### config.mk
export PLATFORM = sky130hd
export DESIGN_NAME = mem_stage
export DESIGN_NICKNAME = d
export VERILOG_FILES = /design/src/rtl/mem_stage_pkg.sv /design/src/rtl/mem_stage_load_extend.sv /design/src/rtl/mem_stage.sv
export SDC_FILE = /design/constraint.sdc
export NUM_CORES = 1
export LEC_CHECK = 0
export ABC_AREA = 1
export CAP_MARGIN = 20
export CORE_MARGIN = 4
export CORE_UTILIZATION = 39
export DETAILED_ROUTE_END_ITERATION = 8
export PLACE_DENSITY = 0.78
export SKIP_LAST_GASP = 1
export SLEW_MARGIN = 40
export SYNTH_ARGS = -nofsm -noshare
export SYNTH_HDL_FRONTEND = slang
export SYNTH_SLANG_ARGS = --single-unit
export TNS_END_PERCENT = 5
### constraint.sdc
create_clock -name clk_in -period 3.98 [get_ports clk_in]
set_input_delay 0.398 -clock clk_in [delete_from_list [all_inputs] [get_ports clk_in]]
set_output_delay 0.398 -clock clk_in [all_outputs]
set_load 0.02 [all_outputs]
### src/rtl/mem_stage_pkg.sv
// Shared types for the MEM stage: memory op encodings, access length codes,
// FSM states and small decode helpers used by the stage and its extender.
package mem_stage_pkg;

    localparam int XLEN       = 32;
    localparam int REG_ADDR_W = 5;

    typedef enum logic [3:0] {
        MEM_NOP = 4'd0,
        MEM_LB  = 4'd1,
        MEM_LH  = 4'd2,
        MEM_LW  = 4'd3,
        MEM_LBU = 4'd4,
        MEM_LHU = 4'd5,
        MEM_SB  = 4'd6,
        MEM_SH  = 4'd7,
        MEM_SW  = 4'd8
    } mem_op_e;

    // mc_len carries bytes-1 so the controller can use it as a byte-lane count
    localparam logic [1:0] LEN_BYTE = 2'd0;
    localparam logic [1:0] LEN_HALF = 2'd1;
    localparam logic [1:0] LEN_WORD = 2'd3;

    typedef enum logic [1:0] {
        ST_IDLE = 2'd0,
        ST_BUSY = 2'd1,
        ST_DONE = 2'd2
    } mem_state_e;

    function automatic logic is_load(input mem_op_e op);
        return op inside {MEM_LB, MEM_LH, MEM_LW, MEM_LBU, MEM_LHU};
    endfunction

    function automatic logic is_store(input mem_op_e op);
        return op inside {MEM_SB, MEM_SH, MEM_SW};
    endfunction

    function automatic logic [1:0] op_len(input mem_op_e op);
        case (op)
            MEM_LB, MEM_LBU, MEM_SB: return LEN_BYTE;
            MEM_LH, MEM_LHU, MEM_SH: return LEN_HALF;
            default:                 return LEN_WORD;
        endcase
    endfunction

    function automatic logic [XLEN-1:0] align_wdata(input mem_op_e op,
                                                    input logic [XLEN-1:0] data);
        case (op)
            MEM_SB:  return {24'b0, data[7:0]};
            MEM_SH:  return {16'b0, data[15:0]};
            MEM_SW:  return data;
            default: return '0;
        endcase
    endfunction

endpackage

### src/rtl/mem_stage_load_extend.sv
// Combinational load-data extender: turns LSB-aligned memory read data into
// the 32-bit register value for the given load op; stores and NOP yield 0.
module mem_stage_load_extend
    import mem_stage_pkg::*;
(
    input  mem_op_e         op_i,
    input  logic [XLEN-1:0] rdata_i,
    output logic [XLEN-1:0] data_o
);

    always_comb begin
        // NOTE: every output gets a default first so no path leaves it unassigned (no latch).
        data_o = '0;
        case (op_i)
            MEM_LB:  data_o = {{24{rdata_i[7]}}, rdata_i[7:0]};
            MEM_LBU: data_o = {24'b0, rdata_i[7:0]};
            MEM_LH:  data_o = {{16{rdata_i[15]}}, rdata_i[15:0]};
            MEM_LHU: data_o = {16'b0, rdata_i[15:0]};
            MEM_LW:  data_o = rdata_i;
            default: data_o = '0;
        endcase
    end

endmodule

### src/rtl/mem_stage.sv
// RV32I MEM stage: passes non-memory ops straight through, runs a req/done
// handshake with the memory controller for loads/stores and holds the result.
module mem_stage
    import mem_stage_pkg::*;
#(
    parameter int ADDR_W = 32,
    parameter int DATA_W = 32
) (
    input  logic                  clk_in,
    input  logic                  rst_in,
    input  logic                  rdy_in,
    input  logic [5:0]            stall_in,
    input  logic [REG_ADDR_W-1:0] ex_reg_addr,
    input  logic [DATA_W-1:0]     ex_reg_data,
    input  logic                  ex_if_write,
    input  logic [3:0]            ex_mem_op,
    input  logic [ADDR_W-1:0]     ex_mem_addr,
    input  logic [DATA_W-1:0]     ex_store_data,
    output logic                  stall_req_mem,
    output logic                  mc_req,
    output logic                  mc_we,
    output logic [ADDR_W-1:0]     mc_addr,
    output logic [1:0]            mc_len,
    output logic [DATA_W-1:0]     mc_wdata,
    input  logic                  mc_done,
    input  logic [DATA_W-1:0]     mc_rdata,
    output logic [REG_ADDR_W-1:0] mem_reg_addr,
    output logic [DATA_W-1:0]     mem_reg_data,
    output logic                  if_write
);

    mem_state_e            state_q;
    mem_op_e               op_q;
    logic [REG_ADDR_W-1:0] rd_q;
    logic [DATA_W-1:0]     data_q;
    logic                  wb_en_q;
    logic                  mc_req_q;
    logic                  mc_we_q;
    logic [ADDR_W-1:0]     mc_addr_q;
    logic [1:0]            mc_len_q;
    logic [DATA_W-1:0]     mc_wdata_q;

    mem_op_e           ex_op;
    logic              ex_is_mem;
    logic [DATA_W-1:0] load_data_d;
    logic              unused_stall;

    assign ex_op        = mem_op_e'(ex_mem_op);
    assign ex_is_mem    = is_load(ex_op) || is_store(ex_op);
    assign unused_stall = ^{stall_in[5], stall_in[3:0]};

    mem_stage_load_extend u_load_extend (
        .op_i   (op_q),
        .rdata_i(mc_rdata),
        .data_o (load_data_d)
    );

    always_ff @(posedge clk_in or negedge rst_in) begin
        // NOTE: sequential state uses non-blocking assignments so every register samples pre-edge values.
        if (!rst_in) begin
            state_q    <= ST_IDLE;
            op_q       <= MEM_NOP;
            rd_q       <= '0;
            data_q     <= '0;
            wb_en_q    <= 1'b0;
            mc_req_q   <= 1'b0;
            mc_we_q    <= 1'b0;
            mc_addr_q  <= '0;
            mc_len_q   <= LEN_BYTE;
            mc_wdata_q <= '0;
        end else if (rdy_in) begin
            case (state_q)
                ST_IDLE: begin
                    if (ex_is_mem) begin
                        op_q       <= ex_op;
                        rd_q       <= ex_reg_addr;
                        wb_en_q    <= is_load(ex_op) && (ex_reg_addr != '0);
                        mc_req_q   <= 1'b1;
                        mc_we_q    <= is_store(ex_op);
                        mc_addr_q  <= ex_mem_addr;
                        mc_len_q   <= op_len(ex_op);
                        mc_wdata_q <= align_wdata(ex_op, ex_store_data);
                        state_q    <= ST_BUSY;
                    end
                end
                ST_BUSY: begin
                    if (mc_done) begin
                        data_q   <= load_data_d;
                        mc_req_q <= 1'b0;
                        state_q  <= ST_DONE;
                    end
                end
                ST_DONE: begin
                    // EX_MEM advances on this same edge, so the op is not re-issued
                    if (!stall_in[4]) state_q <= ST_IDLE;
                end
                default: state_q <= ST_IDLE;
            endcase
        end
    end

    assign mc_req   = mc_req_q;
    assign mc_we    = mc_we_q;
    assign mc_addr  = mc_addr_q;
    assign mc_len   = mc_len_q;
    assign mc_wdata = mc_wdata_q;

    always_comb begin
        stall_req_mem = 1'b0;
        mem_reg_addr  = '0;
        mem_reg_data  = '0;
        if_write      = 1'b0;
        case (state_q)
            ST_IDLE: begin
                if (ex_is_mem) begin
                    stall_req_mem = 1'b1;
                end else begin
                    mem_reg_addr = ex_reg_addr;
                    mem_reg_data = ex_reg_data;
                    if_write     = ex_if_write;
                end
            end
            ST_BUSY: stall_req_mem = 1'b1;
            ST_DONE: begin
                mem_reg_addr = rd_q;
                mem_reg_data = data_q;
                if_write     = wb_en_q;
            end
            default: stall_req_mem = 1'b0;
        endcase
    end

endmodule

# After elaboration in Yosys (flattened, before gate mapping)
# Cells that the tools add are included.
# classes
eq_ne	18
n_mux	18
reduce_logical	13
# op_table
operator	n
32-bit one-hot mux with 5 select lines	1
32-bit one-hot mux with 3 select lines	1
32-bit one-hot mux with 2 select lines	1
32-bit 2-to-1 mux	1
4-bit by 3-bit equality test with 1-bit output (second input constant)	6
4-bit by 2-bit equality test with 1-bit output (second input constant)	4
5-bit one-hot mux with 2 select lines	1
5-bit nonzero test	2
4-bit by 1-bit equality test with 1-bit output (second input constant)	2
4-bit AND reduction	2
2-bit 2-to-1 mux	3
2-bit != test (second input constant)	3
1-bit one-hot mux with 2 select lines	3
2-bit one-hot mux with 3 select lines	1
3-bit AND reduction	2
3-bit OR reduction	2
5-bit 2-to-1 mux	1
4-bit equality test (second input constant)	1
1-bit 2-to-1 mux	4
2-bit one-hot mux with 2 select lines	1
3-bit nonzero test	1
2-bit by 1-bit equality test with 1-bit output (second input constant)	1
2-bit equality test (second input constant)	1
2-bit logical NOT	1
other kinds (3)	3
# word_totals
wordCells	59
output_inout_bits	107
reg_bits	112
inputBits	148

# Depth between registers and ports, before layout
# Gate-level depths: netlist of run 1.
# logic_depth
depth_word	5
ltp_mapped	11
ltp_nobuf	9

# By module
# Synthesis of run 1 repeated with hierarchy kept, for this count alone.
# hier_totals
hier_cells	646
hier_area_um2	5395.2
# modules_own_cells
mod	seq_area_each_um2	cells_each	area_per_inst_um2	instances
mem_stage	2802.7	559	5009.8	1
mem_stage_load_extend	0.0	87	385.4	1

# Worst setup path before layout of run 1
# OpenSTA, ideal clock, no wires.
# synth_path
path_type	input-to-output
from	in ex_mem_op[0]
to	out mem_reg_addr[0]
arrival_time_ps	1444
path_stages	7
setup_slack_ps	2138
path_buffers	0
path_cell_list	inv_2 > nand2_1 > nand2_2 > nand2_4 > nor2_8 > nand2_1 > o21ai_0
# synth_between
elab_chain_cells	5
elab_cells_between_ends	13
# synth_lines
element	line	source
from (decl)	mem_stage.sv:16	input logic [3:0] ex_mem_op,
4-bit by 1-bit equality test with 1-bit output (tied with other cells)	mem_stage_pkg.sv:32	return op inside {MEM_LB, MEM_LH, MEM_LW, MEM_LBU, MEM_LHU};
5-bit nonzero test / 3-bit nonzero test (equally long branches)	mem_stage_pkg.sv:32, mem_stage_pkg.sv:36	
1-bit logical OR (*)	mem_stage.sv:49	assign ex_is_mem = is_load(ex_op) || is_store(ex_op);
5-bit 2-to-1 mux (*)	mem_stage.sv:115	if (ex_is_mem) begin
5-bit one-hot mux with 2 select lines (*)	mem_stage.sv:113	case (state_q)
to (decl)	mem_stage.sv:27	output logic [REG_ADDR_W-1:0] mem_reg_addr,
# Every way passes the cells marked *; elsewhere a longest branch is shown, timed or not.

# Final worst setup path of run 1
# layout_path
from	in ex_mem_op[2]
to	out mem_reg_data[7]
# layout_between
elab_chain_cells	5
elab_cells_between_ends	13
# layout_lines
element	line	source
4-bit by 1-bit equality test with 1-bit output (tied with other cells)	mem_stage_pkg.sv:32	
5-bit nonzero test / 3-bit nonzero test (equally long branches)	mem_stage_pkg.sv:32, mem_stage_pkg.sv:36	
1-bit logical OR (*)	mem_stage.sv:49	
32-bit 2-to-1 mux (*)	mem_stage.sv:115	
32-bit one-hot mux with 2 select lines (*)	mem_stage.sv:113	
to (decl)	mem_stage.sv:28	output logic [DATA_W-1:0] mem_reg_data,
# Marked as above.

==> impl_metrics.csv, run 1 <==
group,metric,value,unit
status,status,"finished, final reports clean",
routing,first_iter_violations,306,
worst_setup_path,cp_data_required_time,3.58,ns
global_routing,antenna_found_initial,0,
clock_network,clock_sinks,112,
worst_setup_path,cpMostUsedCell,"clkdlybuf4s50_1",
min_path,hold_path_class,"input pin to async pin",
routing,drt_pre_antenna_iters,4,
global_routing,grtUsageTotal,0.197,
timing,min_period,3.06,ns
routing,finalWirelength,15.5,mm
logic_synthesis,synth-seq-cells,112,
logic_synthesis,synth_nets,813,
finish,nFillCells,1170,
worst_setup_path,startpoint_type,"input pin",
logic_synthesis,syn-instance-count,665,
clock_network,htreeDepth,3,
placed_design,gp_routability_congestion,0.769,
timing,fmax,0.327,GHz
routing,vias,5024,
finish,drive_gt1_frac,0.0443,
die,core_area,13200,µm²
worst_setup_path,worstPathCellList,"clkdlybuf4s50_1, nor2_1, nand2_2, nand2_4, nor2_8, buf_4, nand3_1, o21ai_0, clkdlybuf4s50_1",
clock_network,clkTransAtPathRegs,0.07,ns
logic_synthesis,yosys-top-cells-area,"dfrtp_1 (53%), nand2_1 (21%), o21ai_0 (5.6%)",
clock_network,cts_resized,0,
power_and_ir_drop,sequentialPowerShare,0.353,
logic_synthesis,syn_area,5240,µm²
placed_design,placed_area,7820,µm²
die,initial_core_util,0.397,
logic_synthesis,ys.flop_type,"dfrtp_1",
die,rows,42,
die,ioPinCount,255,
power_and_ir_drop,p_int,3.11,mW
logic_synthesis,synth.avg_cell_area,7.88,µm²
timing,fin_crit_sh,0.768,
power_and_ir_drop,p_per_area,627,nW/µm²
clock_network,cts_buffers,9,
timing,worst-slew-pin-transition,0.696,ns
die,die_h,124,µm
placed_design,io_buffers,249,
logic_synthesis,synth_top_cell_by_area,"dfrtp_1",
global_routing,grt_max_degree,64,
clock_network,clk_root_buffer_cell,"clkbuf_16",
power_and_ir_drop,leakage,3.82,nW
finish,diodes,0,
routing,drc,0,
worst_setup_path,critPathSlowestCell,"clkdlybuf4s50_1",
clock_network,cts_tree,"done",
logic_synthesis,seq_area_frac_synth,0.535,
global_routing,grt_pass1_wl,23.7,mm
routing,viasPerCell,4.66,
power_and_ir_drop,irDropWorstVdd,0.351,mV
logic_synthesis,synthTopCellsByCount,"nand2_1 (290), dfrtp_1 (112), o21ai_0 (59)",
die,dieWidth,124,µm
clock_network,clockBufferDepth,2,
logic_synthesis,synth_top_area_frac,0.535,
power_and_ir_drop,power.switching,1.98,mW
timing,finalClockSkew,0.00613,ns
logic_synthesis,synth_warnings,0,
run,maxCapViolations,0,
die,dieArea,15400,µm²
global_routing,grt_pass1_vias,4744,
timing,fin_tns_setup,0,ns
routing,ant_nets,0,
timing,finalMaxSlewViolations,0,
worst_setup_path,critPathArrivalTime,2.66,ns
logic_synthesis,synth_edf_count,0,
clock_network,cts_hold_buffers,0,
clock_network,clk_latency,0.34,ns
worst_setup_path,crit_buf_inv,3,
placed_design,place_hpwl,11.5,mm
finish,areaGrowthSynthToFinish,55.0,%
logic_synthesis,synth_cell_types,25,
power_and_ir_drop,pwr-share-comb,0.472,
finish,final_area,8120,µm²
logic_synthesis,synth.most_common_cell,"nand2_1",
worst_setup_path,critical_path_class,"input pin to output port",
power_and_ir_drop,switching_share,0.390,
clock_network,cts_setup_buffers,0,
timing,layout_setup_ws,0.922,ns
global_routing,grt.overflow.total,0,
logic_synthesis,ys_async_sr_fraction,1.00,
power_and_ir_drop,p_clk_frac,0.175,
timing,finalSetupViolCount,0,
timing,hold_viol_final,0,
timing,rsz0062_at_grt,"false",
worst_setup_path,cp_max_fo,34,
finish,nNetsFinal,1045,
placed_design,dp_slack,0.894,ns
worst_setup_path,crit_family,"buffers and inverters",
timing,slew-limit-headroom,0.535,
worst_setup_path,worst_setup_path_end_kind,"output port",
timing,hold_ws,0.0338,ns
worst_setup_path,max_stage_delay,0.65,ns
routing,routedWlPerCell,14.4,µm
per-layer routing:
layer  global-route usage  up-vias  share of wire  routed length (µm)
li1                     -     2558              -                   -
met1                0.238     2278           0.40                6230
met2                0.329      167           0.48                7430
met3               0.0695       21          0.099                1540
met4               0.0671        0          0.020                 312
met5                    0        -              0                   0
cells in the final DEF (no fill, tap or decap), types with 2 or more instances in the layout:
master,instances
dfrtp_1,112
nand2_1,290
clkinvlp_4,2
inv_2,4
nand3_1,57
nor2_4,2
clkbuf_16,9
inv_1,37
nand2_2,2
nand2_4,3
o21ai_1,24
nor2_8,2
clkbuf_1,3
buf_4,6
nor2_2,2
nor2_1,22
a21oi_1,8
clkdlybuf4s50_1,248
o21ai_0,59
state kept, by name, indices dropped and copies added, names as in the netlist:
name and cells:
mc_wdata 32, data_q 32, mc_req 1, rd_q 5
wb_en_q 1, mc_addr 32, mc_we 1, mc_len 2
op_q 4, state_q 2
cell families after synthesis:
group / synth area share
AND/OR/NAND/NOR: 0.302
flip-flops: 0.535
AO/OA/AOI/OAI: 0.0948
buffers and inverters: 0.0688
final timing paths:
kind	startpoint	endpoint	slack, ns	cells after the start
max	ex_mem_op[2]	mem_reg_data[7]	0.92	9
min	rst_in	mc_wdata[22]	0.03	1
max reg2reg	state_q[0]	mc_wdata[31]	2.05	4
min reg2reg	mc_req	mc_req	0.47	2
max in group asynchronous	rst_in	mc_addr[1]	3.13	2
min in group clk_in	mc_req	mc_req	0.47	2
power groups by stage:
stage / sequential, mW / clock (mW) / combinational (mW)
4_1_cts: 1.79 / 0.918 / 2.44
3_3_place_gp: 1.80 / 0 / 2.40
3_5_place_dp: 1.80 / 0 / 2.44
2_1_floorplan: 2.07 / 0 / 1.02
5_1_grt: 1.85 / 0.959 / 2.62
6_report: 1.80 / 0.891 / 2.40
area by class of cell:
cell class | count | area [µm²] | area share
Clock buffer | 12 | 236 | 0.0291
Clock inverter | 4 | 53.8 | 0.00662
Timing Repair Buffer | 256 | 2560 | 0.315
Multi-Input combinational cell | 477 | 2100 | 0.258
Sequential cell | 112 | 2800 | 0.345
Tap cell | 176 | 220 | 0.0271
Inverter | 41 | 154 | 0.0189
stage by stage:
step	instances	util	total power, mW
floorplan	665	-	3.08
CTS	1078	0.615	5.15
global placement	1062	0.593	4.19
detailed placement	1062	0.593	4.24
global route	1078	0.616	5.44
finish	1078	0.616	5.09
Power figures use the tool's default switching activity.
==> inputs of run 2 (changes only) <==
- clock period: 3.98 -> 3.05 ns (I/O delays scaled with it)
==> run 2 against run 1 <==
Effect of this change:
- the run now ends with negative hold slack left
- die area did not move
- routed wire length barely moved
- sequential share of layout area fell by 0.38 points
- via count rose by 0.30%
- design area rose by 1.1%
- flip-flop and latch count did not move
- final cell count rose by 0.19%
- register-to-register slack got worse by 0.93 ns
- core utilization rose by 0.69 points
- critical endpoint is now mem_reg_addr[3]
- largest cell class unchanged
==> impl_metrics.csv, run 2 (synthesized netlist as in run 1, its figures left out) <==
group,metric,value,unit
die,dieArea,15400,µm²
clock_network,cts_hold_buffers,0,
power_and_ir_drop,leakage,3.87,nW
worst_setup_path,cp_max_fo,11,
worst_setup_path,startpoint_type,"input pin",
finish,areaGrowthSynthToFinish,56.7,%
worst_setup_path,critPathSlowestCell,"clkdlybuf4s50_1",
timing,finalMaxSlewViolations,0,
placed_design,place_inst,1065,
routing,drt_pre_antenna_iters,4,
global_routing,grt_pass1_vias,4981,
clock_network,cts_tree,"done",
clock_network,clockBufferDepth,2,
global_routing,antenna_found_initial,0,
clock_network,clk_root_buffer_cell,"clkbuf_16",
power_and_ir_drop,irDropWorstVdd,0.536,mV
clock_network,clock_sinks,112,
routing,drc,0,
clock_network,cts_resized,0,
worst_setup_path,cpMostUsedCell,"clkdlybuf4s50_1",
die,die_h,124,µm
placed_design,io_buffers,249,
die,rows,42,
run,maxCapViolations,0,
worst_setup_path,reg2reg_depth,6,
clock_network,clkTransAtPathRegs,0.07,ns
routing,ant_nets,0,
worst_setup_path,cp_data_required_time,2.74,ns
power_and_ir_drop,p_clk_frac,0.187,
status,status,"finished with violations",
worst_setup_path,max_stage_delay,0.65,ns
power_and_ir_drop,switching_share,0.383,
global_routing,grt_pass1_wl,24.7,mm
worst_setup_path,critPathArrivalTime,2.45,ns
routing,vias,5039,
power_and_ir_drop,p_per_area,826,nW/µm²
clock_network,cts_buffers,9,
timing,worst-slew-pin-transition,0.717,ns
power_and_ir_drop,power.switching,2.60,mW
finish,layout_commonest_cell,"nand2_1",
routing,viasPerCell,4.67,
worst_setup_path,critical_path_class,"input pin to output port",
routing,routedWlPerCell,14.4,µm
finish,diodes,0,
timing,rsz0062_at_grt,"false",
routing,finalWirelength,15.5,mm
placed_design,place_hpwl,11.4,mm
placed_design,gp_routability_congestion,0.742,
timing,slew-limit-headroom,0.522,
power_and_ir_drop,p_int,4.18,mW
timing,finalClockSkew,0.00487,ns
timing,fin_tns_setup,0,ns
die,dieWidth,124,µm
global_routing,grt.overflow.total,0,
die,core_area,13200,µm²
status,violations,"negative hold slack",
global_routing,grtUsageTotal,0.205,
clock_network,clk_latency,0.34,ns
timing,finalSetupViolCount,0,
worst_setup_path,worstPathCellList,"clkdlybuf4s50_1, nor2_1, nand2_2, nand2_4, nor2_8, nand2_1, o21ai_0, clkdlybuf4s50_1",
die,ioPinCount,255,
routing,first_iter_violations,239,
finish,nNetsFinal,1048,
global_routing,grt_max_degree,77,
power_and_ir_drop,pwr-share-comb,0.468,
timing,fin_crit_sh,0.905,
timing,fmax,0.362,GHz
clock_network,cts_setup_buffers,0,
timing,min_period,2.76,ns
timing,hold_viol_final,16,
finish,final_cell_mix,"nand2_1 (290), clkdlybuf4s50_1 (248), dfrtp_1 (112)",
power_and_ir_drop,sequentialPowerShare,0.345,
worst_setup_path,worst_setup_path_end_kind,"output port",
clock_network,htreeDepth,3,
finish,drive_gt1_frac,0.0476,
min_path,hold_path_class,"input pin to async pin",
timing,hold_ws,-0.0407,ns
die,initial_core_util,0.397,
finish,layoutNonFillerInstCount,1080,
-- run 2: final cells by class --
cell class              instances  area [µm²]
clock inverters                 4        77.6
well taps                     176         220
flip-flops and latches        112        2800
fillers                      1190        4980
repair buffers                259        2630
multi-input cells             477        2090
inverters                      41         154
clock buffers                  11         243
-- run 2: worst paths after layout --
| path | end | slack [ns] | startpoint |
|---|---|---|---|
| worst max-delay path | mem_reg_addr[3] | 0.29 | ex_mem_op[2] |
| worst min-delay path | mc_addr[29] | -0.04 | rst_in |
| worst max register to register | mc_wdata[21] | 1.12 | state_q[0] |
| worst min register to register | mc_req | 0.48 | mc_req |
| max in group asynchronous | data_q[9] | 2.42 | rst_in |
| min in group clk_in | mc_req | 0.48 | mc_req |
-- run 2: critical path: cells and delay by family --
kind,cells,cell delay [ns]
buffers and inverters,2,1.24
and+or+nand+nor,5,0.69
AOI/OAI and AO/OA,1,0.22
-- run 2: stage by stage --
| stage | power [mW] | cell area (µm²) | util | hold slack, ns | worst slack, ns |
|---|---|---|---|---|---|
| after CTS | 6.87 | 8210 | 0.623 | 0.00105 | 0.261 |
| after floorplan | 4.02 | 5240 | - | 0.00941 | 1.39 |
| after global placement | 5.51 | 7890 | 0.598 | 0.461 | 0.310 |
| final | 6.78 | 8210 | 0.623 | -0.0407 | 0.291 |
| after global routing | 7.26 | 8210 | 0.623 | 0.0174 | 0.154 |
| after detailed placement | 5.56 | 7890 | 0.598 | 0.394 | 0.281 |
-- run 2: power groups by stage --
stage,combinational (mW),clock [mW],sequential [mW]
after detailed placement,3.21,0,2.35
after CTS,3.22,1.31,2.34
final,3.17,1.27,2.34
after global routing,3.48,1.36,2.42
after floorplan,1.33,0,2.70
after global placement,3.17,0,2.34
-- run 2: routing by layer --
metal  vias to the layer above  GRT usage  routed length, µm
met3                        21     0.0727               1550
met2                       175      0.347               7460
li1                       2572          -                  -
met1                      2271      0.242               6120
met4                         0     0.0746                380
met5                         -          0                  0
==> inputs of run 3 (changes only) <==
- HOLD_SLACK_MARGIN: not set -> 0.02
==> run 3 against run 2 <==
Effect of this change:
- the run now ends clean
- power is essentially flat
- core utilization grew 0.076 points
- clock skew barely moved
- design area is 0.12% higher
- non-clock buffer count is 1 higher
- first-iteration DRC count rose by 9.2%
- hold slack improved by 0.51 ns
- die area unchanged
- flip-flop and latch count unchanged
- critical endpoint unchanged
- highest routed layer unchanged
==> impl_metrics.csv, run 3 (synthesized netlist as in run 1, its figures left out) <==
group,metric,value,unit
timing,fin_tns_setup,0,ns
timing,finalMaxSlewViolations,0,
power_and_ir_drop,power.switching,2.59,mW
worst_setup_path,critical_path_class,"input pin to output port",
clock_network,clockBufferDepth,2,
worst_setup_path,cp_max_fo,11,
routing,finalWirelength,15.5,mm
worst_setup_path,reg2reg_depth,6,
finish,layout_commonest_cell,"nand2_1",
min_path,hold_path_class,"flip-flop to flip-flop",
min_path,min_from,"mc_req",
power_and_ir_drop,pwr-share-comb,0.468,
finish,diodes,0,
clock_network,clk_latency,0.34,ns
finish,drive_gt1_frac,0.0475,
finish,final_cell_mix,"nand2_1 (290), clkdlybuf4s50_1 (248), dfrtp_1 (112)",
die,rows,42,
timing,finalSetupViolCount,0,
global_routing,grt_max_degree,77,
power_and_ir_drop,irDropWorstVdd,0.537,mV
worst_setup_path,r2r_start,"state_q[0]",
min_path,hold_path_end,"mc_req",
power_and_ir_drop,p_int,4.19,mW
worst_setup_path,r2r_slack,1.12,ns
timing,slew-limit-headroom,0.524,
power_and_ir_drop,p_per_area,824,nW/µm²
worst_setup_path,cp_data_required_time,2.74,ns
die,ioPinCount,255,
die,initial_core_util,0.397,
clock_network,cts_tree,"done",
power_and_ir_drop,sequentialPowerShare,0.345,
timing,min_period,2.76,ns
worst_setup_path,rr_endpoint,"mc_wdata[21]",
routing,vias,5057,
die,core_area,13200,µm²
clock_network,clock_sinks,112,
clock_network,cts_buffers,9,
min_path,min_path_cells,2,
global_routing,grt_pass1_vias,4990,
die,die_h,124,µm
routing,drc,0,
status,status,"finished, final reports clean",
clock_network,clk_root_buffer_cell,"clkbuf_16",
global_routing,grt.overflow.total,0,
finish,nNetsFinal,1049,
placed_design,place_hpwl,11.4,mm
run,maxCapViolations,0,
routing,drt_pre_antenna_iters,4,
timing,rsz0062_at_grt,"false",
routing,ant_nets,0,
power_and_ir_drop,p_clk_frac,0.186,
routing,first_iter_violations,261,
timing,worst-slew-pin-transition,0.713,ns
finish,final_util,0.624,
routing,viasPerCell,4.68,
global_routing,grt_pass1_wl,24.8,mm
timing,hold_viol_final,0,
power_and_ir_drop,switching_share,0.383,
global_routing,antenna_found_initial,0,
clock_network,clkTransAtPathRegs,0.07,ns
worst_setup_path,critPathArrivalTime,2.45,ns
die,dieWidth,124,µm
finish,final_area,8220,µm²
timing,fin_crit_sh,0.904,
placed_design,io_buffers,249,
die,dieArea,15400,µm²
worst_setup_path,worst_setup_path_end_kind,"output port",
global_routing,grtUsageTotal,0.206,
routing,routedWlPerCell,14.4,µm
placed_design,placed_area,7890,µm²
placed_design,gp_routability_congestion,0.742,
power_and_ir_drop,leakage,3.87,nW
timing,finalClockSkew,0.00513,ns
clock_network,htreeDepth,3,
timing,fmax,0.363,GHz
worst_setup_path,startpoint_type,"input pin",
finish,areaGrowthSynthToFinish,56.9,%
timing,hold_ws,0.473,ns
clock_network,cts_resized,0,
==> run 3: power by group through the flow <==
| stage | sequential [mW] | combinational (mW) | clock, mW |
|---|---|---|---|
| after floorplan | 2.70 | 1.33 | 0 |
| after global placement | 2.34 | 3.17 | 0 |
| after detailed placement | 2.35 | 3.21 | 0 |
| after CTS | 2.34 | 3.22 | 1.31 |
| after global routing | 2.42 | 3.48 | 1.36 |
| final | 2.34 | 3.17 | 1.26 |
==> run 3: final cells by class <==
class	instances	area [µm²]
Clock buffer	11	243
Clock inverter	4	77.6
Fill cell	1190	4970
Inverter	41	154
Multi-Input combinational cell	477	2090
Sequential cell	112	2800
Tap cell	176	220
Timing Repair Buffer	260	2640
==> run 3: worst max-delay path by stage <==
stage	startpoint	endpoint	slack (ns)	cells after the start
2_1_floorplan	state_q[0]	mem_reg_addr[0]	1.39	3
3_3_place_gp	ex_mem_op[2]	mem_reg_addr[0]	0.31	8
3_5_place_dp	ex_mem_op[2]	mem_reg_addr[1]	0.28	8
4_1_cts	ex_mem_op[2]	mem_reg_addr[3]	0.26	8
5_1_grt	ex_mem_op[2]	mem_reg_addr[4]	0.15	8
6_report	ex_mem_op[2]	mem_reg_addr[3]	0.29	8
==> run 3: per-layer routing <==
layer	vias up	share of wire	GRT usage
li1	2572	-	-
met5	-	0	0
met3	21	0.10	0.0727
met2	164	0.48	0.348
met4	0	0.024	0.0746
met1	2300	0.39	0.242
==> run 3: repair_timing <==
item	4_1_cts	5_1_grt
endpoints found under the hold margin	46	0
hold buffers	1	0
setup buffers	0	0
==> run 3: through the flow <==
step | power, mW | instances | setup slack (ns)
floorplan | 4.02 | 665 | 1.39
global placement | 5.51 | 1065 | 0.310
detailed placement | 5.56 | 1065 | 0.281
CTS | 6.87 | 1081 | 0.261
global route | 7.26 | 1081 | 0.154
finish | 6.78 | 1081 | 0.292
==> run 3: critical path: stages <==
cell	delay, ns
clkdlybuf4s50_1	0.59
nor2_1	0.09
nand2_2	0.11
nand2_4	0.14
nor2_8	0.16
nand2_1	0.19
o21ai_0	0.21
clkdlybuf4s50_1	0.65
==> RTL edit: new RTL, config.mk and constraints of run 2 <==
The 3 states of `mem_state_e` get a one-hot encoding in 3 bits.
--- a/src/rtl/mem_stage_pkg.sv
+++ b/src/rtl/mem_stage_pkg.sv
@@ -23,8 +23,8 @@
     localparam logic [1:0] LEN_WORD = 2'd3;
 
-    typedef enum logic [1:0] {
-        ST_IDLE = 2'd0,
-        ST_BUSY = 2'd1,
-        ST_DONE = 2'd2
+    typedef enum logic [2:0] {
+        ST_IDLE = 3'b001,
+        ST_BUSY = 3'b010,
+        ST_DONE = 3'b100
     } mem_state_e;
 
Check against the original RTL: no difference found for any inputs over 4 cycles, from zero or initial values and one cycle with rst_in low; so few cycles prove little.
==> RTL edit against run 2 <==
- total power increased by 14%
- combinational power is 4% higher
- synthesized area up 8.9%
- wire length grew 18%
- worst setup slack worse by 0.11 ns
- clock power rose by 65%
- sequential cell count up 1
- final cell count increased by 9.9%
- final area up 9.1%
- utilization rose by 1.3 points
- critical endpoint is now mem_reg_data[2]
- largest cell class unchanged
==> RTL edit: results (changes against run 2) <==
status: completed (was finished, violations left)
count of fill cells added during filler insertion: 1,261 (was 1,190)
GR Layer Usage met1: 0.268 (was 0.242)
routed wirelength normalized by instance count: 15.4 um (was 14.4 um)
met3 track demand over resource: 0.0855 (was 0.0727)
static power due to leakage: 4.35 nW (was 3.87 nW)
Worst-Margin Slew: 0.704 ns (was 0.717 ns)
final weighted congestion in routability-driven placement: 0.781 (was 0.742)
initial DRC count: 325 (was 239)
syn_nets: 905 (was 813)
Worst Path Arrival: 2.56 ns (was 2.45 ns)
Placed Instances: 1,154 (was 1,065)
GR met2 Demand/Resource: 0.363 (was 0.347)
pin count of the biggest net entering global routing: 61 (was 77)
Placed Area: 8330 um2 (was 7890 um2)
commonest cells in the netlist: 331 x nand2_1, 150 x nand3_1, 112 x dfrtp_1 (was 290 x nand2_1, 112 x dfrtp_1, 59 x o21ai_0)
fraction of power spent switching nets: 0.377 (was 0.383)
WL final: 18.2 mm (was 15.5 mm)
total number of nets in the final design: 1,142 (was 1,048)
number of iterations in the first detailed-routing pass: 5 (was 4)
via total after detailed routing: 5,911 (was 5,039)
top cell family by delay on the critical path: simple AND/OR/NAND/NOR gates (was buffers and inverters)
insertion delay of the later-clocked pin in the worst-skew pair: 0.40 ns (was 0.34 ns)
mean post-synth cell area: 7.54 um2 (was 7.88 um2)
level count of the clock H-tree: 4 (was 3)
count of cell types in the netlist: 26 (was 25)
setup skew after layout: 0.00548 ns (was 0.00487 ns)
antenna violations before repair: 1 (was 0)
cell types with the largest area share after synthesis: dfrtp_1 49%, nand2_1 22%, nand3_1 13% (was dfrtp_1 53%, nand2_1 21%, o21ai_0 5.6%)
## RTL edit: repair_timing
| item | in CTS | in global routing |
|---|---|---|
| hold buffers | 1 | 0 |
| endpoints found under the setup margin | 0 | 0 |
| hold endpoints to repair | 52 | 0 |
## RTL edit: tightest hold or removal path: stages
cell	delay, ns
buf_2	0.24
nand3_1	0.14
nand2_1	0.05
## RTL edit: cell type report
cell class,count,area [um2],share of cell area
clock inverter,14,189,0.0211
clock buffer,18,439,0.0490
tap,180,225,0.0251
timing repair buffer,267,2660,0.297
sequential,113,2830,0.316
inverter,25,93.8,0.0105
multi-input combinational,570,2530,0.282
## RTL edit: kinds of logic (layout without fill, tap and decap cells)
logic type,Yosys count,in the layout,synth area share
flip-flops,113,113,0.496
buffers and inverters,74,324,0.0618
AO/OA/AOI/OAI,49,49,0.0467
AND/OR/NAND/NOR,521,521,0.396
## RTL edit: power groups by stage
stage	clock, W	combinational (W)	sequential [W]
after floorplan	0	0.00142	0.00272
after global placement	0	0.00328	0.00236
after detailed placement	0	0.00332	0.00238
after CTS	0.00213	0.00334	0.00237
after global routing	0.00220	0.00360	0.00244
final	0.00209	0.00329	0.00237
## RTL edit: worst paths after layout
kind	start	endpoint	slack [ns]	depth (start not counted)
setup / recovery	state_q[1]	mem_reg_data[2]	0.18	4
min in group asynchronous	rst_in	mc_wdata[0]	0.48	2
setup reg to reg	state_q[1]	state_q[2]	1.25	7
max in group asynchronous	rst_in	state_q[0]	1.81	3
hold / removal	rdy_in	rd_q[0]	0.39	3
hold reg to reg	mc_wdata[30]	mc_wdata[30]	0.47	2
## RTL edit: routing by layer
metal,wire length [um],vias up
li1,-,2914
met1,7490,2767
met2,8810,211
met3,1710,17
met4,219,2
met5,13,-
## RTL edit: stage by stage
step                setup slack (ns)  power [W]
floorplan                       1.22    0.00414
global placement               0.288    0.00564
detailed placement             0.267    0.00570
CTS                            0.131    0.00783
global route                  0.0183    0.00823
finish                         0.181    0.00776
